[src/rtl/micron_psram_responder.sv]
// micron_psram_responder: device-side CellularRAM synchronous burst model backed by a register array
module micron_psram_responder #(
  parameter int          NUM_ELEMENTS = 8,
  parameter int          LATENCY      = 3,
  parameter logic [15:0] BCR_RESET    = 16'h9D1F
) (
  input  logic        clk,
  input  logic        rst_L,
  input  logic [22:0] addr,
  input  logic        adv_L,
  input  logic        ce_L,
  input  logic        oe_L,
  input  logic        we_L,
  input  logic        ub_L,
  input  logic        lb_L,
  input  logic        cre,
  input  logic [15:0] data_in,
  output logic [15:0] data_out,
  output logic        data_oe,
  output logic        mem_wait
);
  localparam int AW = NUM_ELEMENTS > 1 ? $clog2(NUM_ELEMENTS) : 1;
  localparam int CW = $clog2(LATENCY);
  typedef enum logic [1:0] {IDLE, LAT, WR, RD} state_t;
  state_t state, state_next;
  logic [15:0] mem [NUM_ELEMENTS];
  logic [15:0] bcr;
  logic [AW-1:0] ptr, ptr_inc;
  logic [CW-1:0] cnt;
  logic wr, cfg, e0, cfg_wr, lat_done, wr_beat;
  assign e0       = ~ce_L & ~adv_L;
  assign cfg_wr   = e0 & cre & ~we_L;
  assign lat_done = (state == LAT) && (cnt == CW'(1));
  assign wr_beat  = ~ce_L & adv_L & (state == WR);
  assign ptr_inc  = ptr + AW'(1);
  assign data_oe  = ~ce_L & ~oe_L & (state == RD);
  // Next state: deselect dominates, a new address phase restarts, latency expiry enters the data phase
  always_comb begin
    state_next = state;
    if (ce_L) state_next = IDLE;
    else if (!adv_L) state_next = cfg_wr ? IDLE : LAT;
    else if (lat_done) state_next = wr ? WR : RD;
  end
  // State register, burst pointer, latency counter, WAIT, read data and BCR
  always_ff @(posedge clk) begin
    if (!rst_L) begin
      state    <= IDLE;
      mem_wait <= 1'b0;
      data_out <= '0;
      bcr      <= BCR_RESET;
      ptr      <= '0;
      cnt      <= '0;
      wr       <= 1'b0;
      cfg      <= 1'b0;
    end else begin
      state <= state_next;
      if (ce_L) mem_wait <= 1'b0;
      else if (e0) begin
        ptr      <= addr[AW-1:0];
        wr       <= ~we_L;
        cfg      <= cre;
        cnt      <= CW'(LATENCY - 1);
        mem_wait <= ~cfg_wr;
        if (cfg_wr) bcr <= addr[15:0];
      end else if (state == LAT) begin
        cnt <= cnt - CW'(1);
        if (lat_done) begin
          mem_wait <= 1'b0;
          if (!wr) data_out <= cfg ? bcr : mem[ptr];
        end
      end else if (state == WR) ptr <= ptr_inc;
      else if (state == RD) begin
        ptr      <= ptr_inc;
        data_out <= cfg ? bcr : mem[ptr_inc];
      end
    end
  end
  // Array write with per-byte enables; contents survive reset but no write lands on a reset edge
  always_ff @(posedge clk) begin
    if (rst_L && wr_beat) begin
      if (!ub_L) mem[ptr][15:8] <= data_in[15:8];
      if (!lb_L) mem[ptr][7:0] <= data_in[7:0];
    end
  end
endmodule

[config.mk]
export PLATFORM = sky130hd
export DESIGN_NAME = micron_psram_responder
export DESIGN_NICKNAME = d
export VERILOG_FILES = /design/src/rtl/micron_psram_responder.sv
export SDC_FILE = /design/constraint.sdc
export NUM_CORES = 1
export LEC_CHECK = 0
export ABC_AREA = 1
export CORE_UTILIZATION = 50
export DETAILED_ROUTE_END_ITERATION = 10
export GPL_ROUTABILITY_DRIVEN = 0
export PLACE_DENSITY = 0.8
export SETUP_SLACK_MARGIN = 0.4
export SLEW_MARGIN = 40
export SYNTH_ARGS = -nofsm -noshare
export SYNTH_HDL_FRONTEND = slang
export SYNTH_SLANG_ARGS = --single-unit
[constraint.sdc]
create_clock -name clk -period 2 [get_ports clk]
set_input_delay 0.4 -clock clk [delete_from_list [all_inputs] [get_ports clk]]
set_output_delay 0.4 -clock clk [all_outputs]
set_load 0.01 [all_outputs]
==> impl_metrics.toml <==
[synth]
synth_common_cells = "307 x nand2_1, 232 x nand3_1, 155 x inv_1"
yosys.area.top_type_share_pct = 43.52
async_flop_share_pct = 0
ys_ff_latch = 173
ys_seq_area_share_pct = 53.72
synth.most_common_cell = "nand2_1"
synth-main-ff-cell = "edfxtp_1"
synth_area_per_cell_um2 = 8.262
synth_nets = 1119
synthCells = 1069
synth-edff-count = 128
synth_top_area_cell = "edfxtp_1"
ys_warn_count = 0
syn-cell-area_um2 = 8832
synthTopCellsByArea = "edfxtp_1 44%, nand3_1 13%, nand2_1 13%, dfxtp_1 10%, inv_1 6.6%"
yosysUniqueCellTypes = 28

[floorplan]
row_count = 48
dieArea_um2 = 18200
fp.dieH_um = 134.9
dieWidth_um = 134.9
core_area_um2 = 17300
start_util_pct = 51.06
ioPinCount = 66

[worst_setup_path]
worst_setup_path_end_kind = "output pin"
cp_slowest_cell = "dfxtp_2"
slowest_delay_ns = 0.35
start_kind = "register"
path_class = "reg -> out"
critPathArrivalTime_ns = 1.27
path_cells = "inv_4, nor2_4, inv_2, nor3_2, buf_2"
ff2ff_setup_slack_ns = 0.36
worst-path-max-fanout = 2
cp_data_required_time_ns = 1.60

[grt]
grt_pass1_vias = 7176
grt_max_degree = 47
antenna_found_initial = 0
grt_pass1_wl_um = 39260
grt_overflow = 0
grt.total_usage_pct = 28.98

[final_layout]
area_growth_pct = 24.58
diodes = 0
drive_above_1_share_pct = 16.90
final_area_um2 = 11000
final_nets = 1186
fin_util_pct = 63.61

[status]
status = "finished, final reports clean"

[sta]
setup_ws_ns = 0.3271
hold_slack_ns = 0.2754
drv_slew = 0
setup_viol = 0
hold_viol = 0
fin_crit_sh_pct = 83.65
fin_skew_ns = 0.006944
period_needed_ns = 1.673
tightestPinTransition_ns = 0.7127
fmax_mhz = 597.8
slew-limit-headroom_pct = 52.43
rsz0062_at_grt = "yes"

[route]
wl_um = 26670
top_layer_used = "met4"
viasPerCell = 5.747
wl_met1_um = 10450
met2_length_um = 11460
drtIter0Drc = 1492
antenna_left = 0
wl_per_cell_um = 19.43
route.detailed.drc = 0
first_pass_iters = 7
num_vias = 7890
wl_met3_um = 3582

[place]
placement.io_buffers = 58
dp_slack_ns = -0.4308
dpl.hpwl_um = 16840
place_area_um2 = 9933

[cts]
cts_sinks = 173
clock_latency_ns = 0.44
clock_path_buffers = 2
cts_tree = "built"
htree_levels = 4
clock-root-buffer = "clkbuf_16"
clkTransAtPathRegs_ns = 0.07
cts_buffers = 17

[power]
p_per_area_nw_per_um2 = 781.1
power_leakage_nw = 4.731
ir_drop_v = 0.0006406

[min_path]
hold_path.class = "in -> reg"

[job]
maxCapViolations = 0
## path summary, 6_finish.rpt
path / start / end / depth (start not counted)
max reg2reg: ptr[0] / data_out[3] / 9
min reg2reg: bcr[5] / bcr[5] / 2
min: adv_L / state[1] / 3
max: state[1] / data_oe / 5
## registers in the layout (all words and copies together) (netlist names), named ones only
signal	flops
mem_wait	1
state	2
ptr	3
data_out	16
bcr	16
mem	128
cfg	1
cnt	2
wr	1
## layout by cell type, fill, tap and decap left out, types with 2 or more instances in the layout
master	count
nand2_1	300
nand3_1	205
inv_1	153
edfxtp_1	128
nand3_2	40
dfxtp_1	40
clkdlybuf4s50_1	37
buf_4	35
a21oi_1	21
clkbuf_16	20
nor2_4	19
dlygate4sd2_1	17
o21ai_0	14
o21ai_1	10
a21oi_2	10
o211ai_1	8
buf_12	8
inv_2	7
nor2_1	7
nand3_4	6
inv_8	5
nand2_2	5
nor3_1	5
buf_6	5
a211oi_1	4
dfxtp_2	4
bufinv_16	4
inv_6	4
inv_4	3
nand2_8	2
clkinvlp_4	2
or2_2	2
clkinv_1	2
clkbuf_2	2
buf_8	2
## report_power, final
part / internal (mW) / switching [mW]
Clock: 2.11 / 1.45
Combinational: 0.429 / 0.700
Sequential: 3.87 / 0.0248
## layer usage
metal,global-route usage [%],vias to the layer above
li1,-,3626
met1,41.30,3543
met2,41.67,611
met3,6.607,110
met4,13.73,0
met5,0,-
## repair_timing
action | 4_1_cts | 5_1_grt
resized for setup | 38 | 64
pin swaps | 3 | 20
hold buffers | 0 | 0
gates cloned | 0 | 4
setup endpoints to repair | 162 | 153
setup buffers | 3 | 5
## critical path: cells and delay by family, from the launching register on
kind,cells,cell delay (ns)
buffers and inverters,3,0.24
flip-flops,1,0.35
AND/OR/NAND/NOR,2,0.24
## kinds of logic after synthesis
logic type,synth area share (%)
AND/OR/NAND/NOR,30.12
AO/OA/AOI/OAI,4.831
flip-flops,53.72
adder cells (fa/ha/maj),0.2833
XOR/XNOR,0.4959
buffers and inverters,10.55
## final cells by class
class / instances / area, um^2
multi-input cells: 667 / 3558
inverters: 166 / 649.4
flip-flops and latches: 173 / 4753
clock inverters: 14 / 203.9
well taps: 225 / 281.5
repair buffers: 111 / 1131
fillers: 1313 / 6294
clock buffers: 17 / 425.4
## metrics by stage
step                TNS [ns]  cells  power, mW
finish                     0   1373      8.594
detailed placement    -50.85   1330      4.909
global route               0   1373      8.801
CTS                        0   1364      8.440
global placement      -48.74   1330      4.894
floorplan                  0   1069      4.551
(Power assumes the default switching activity.)
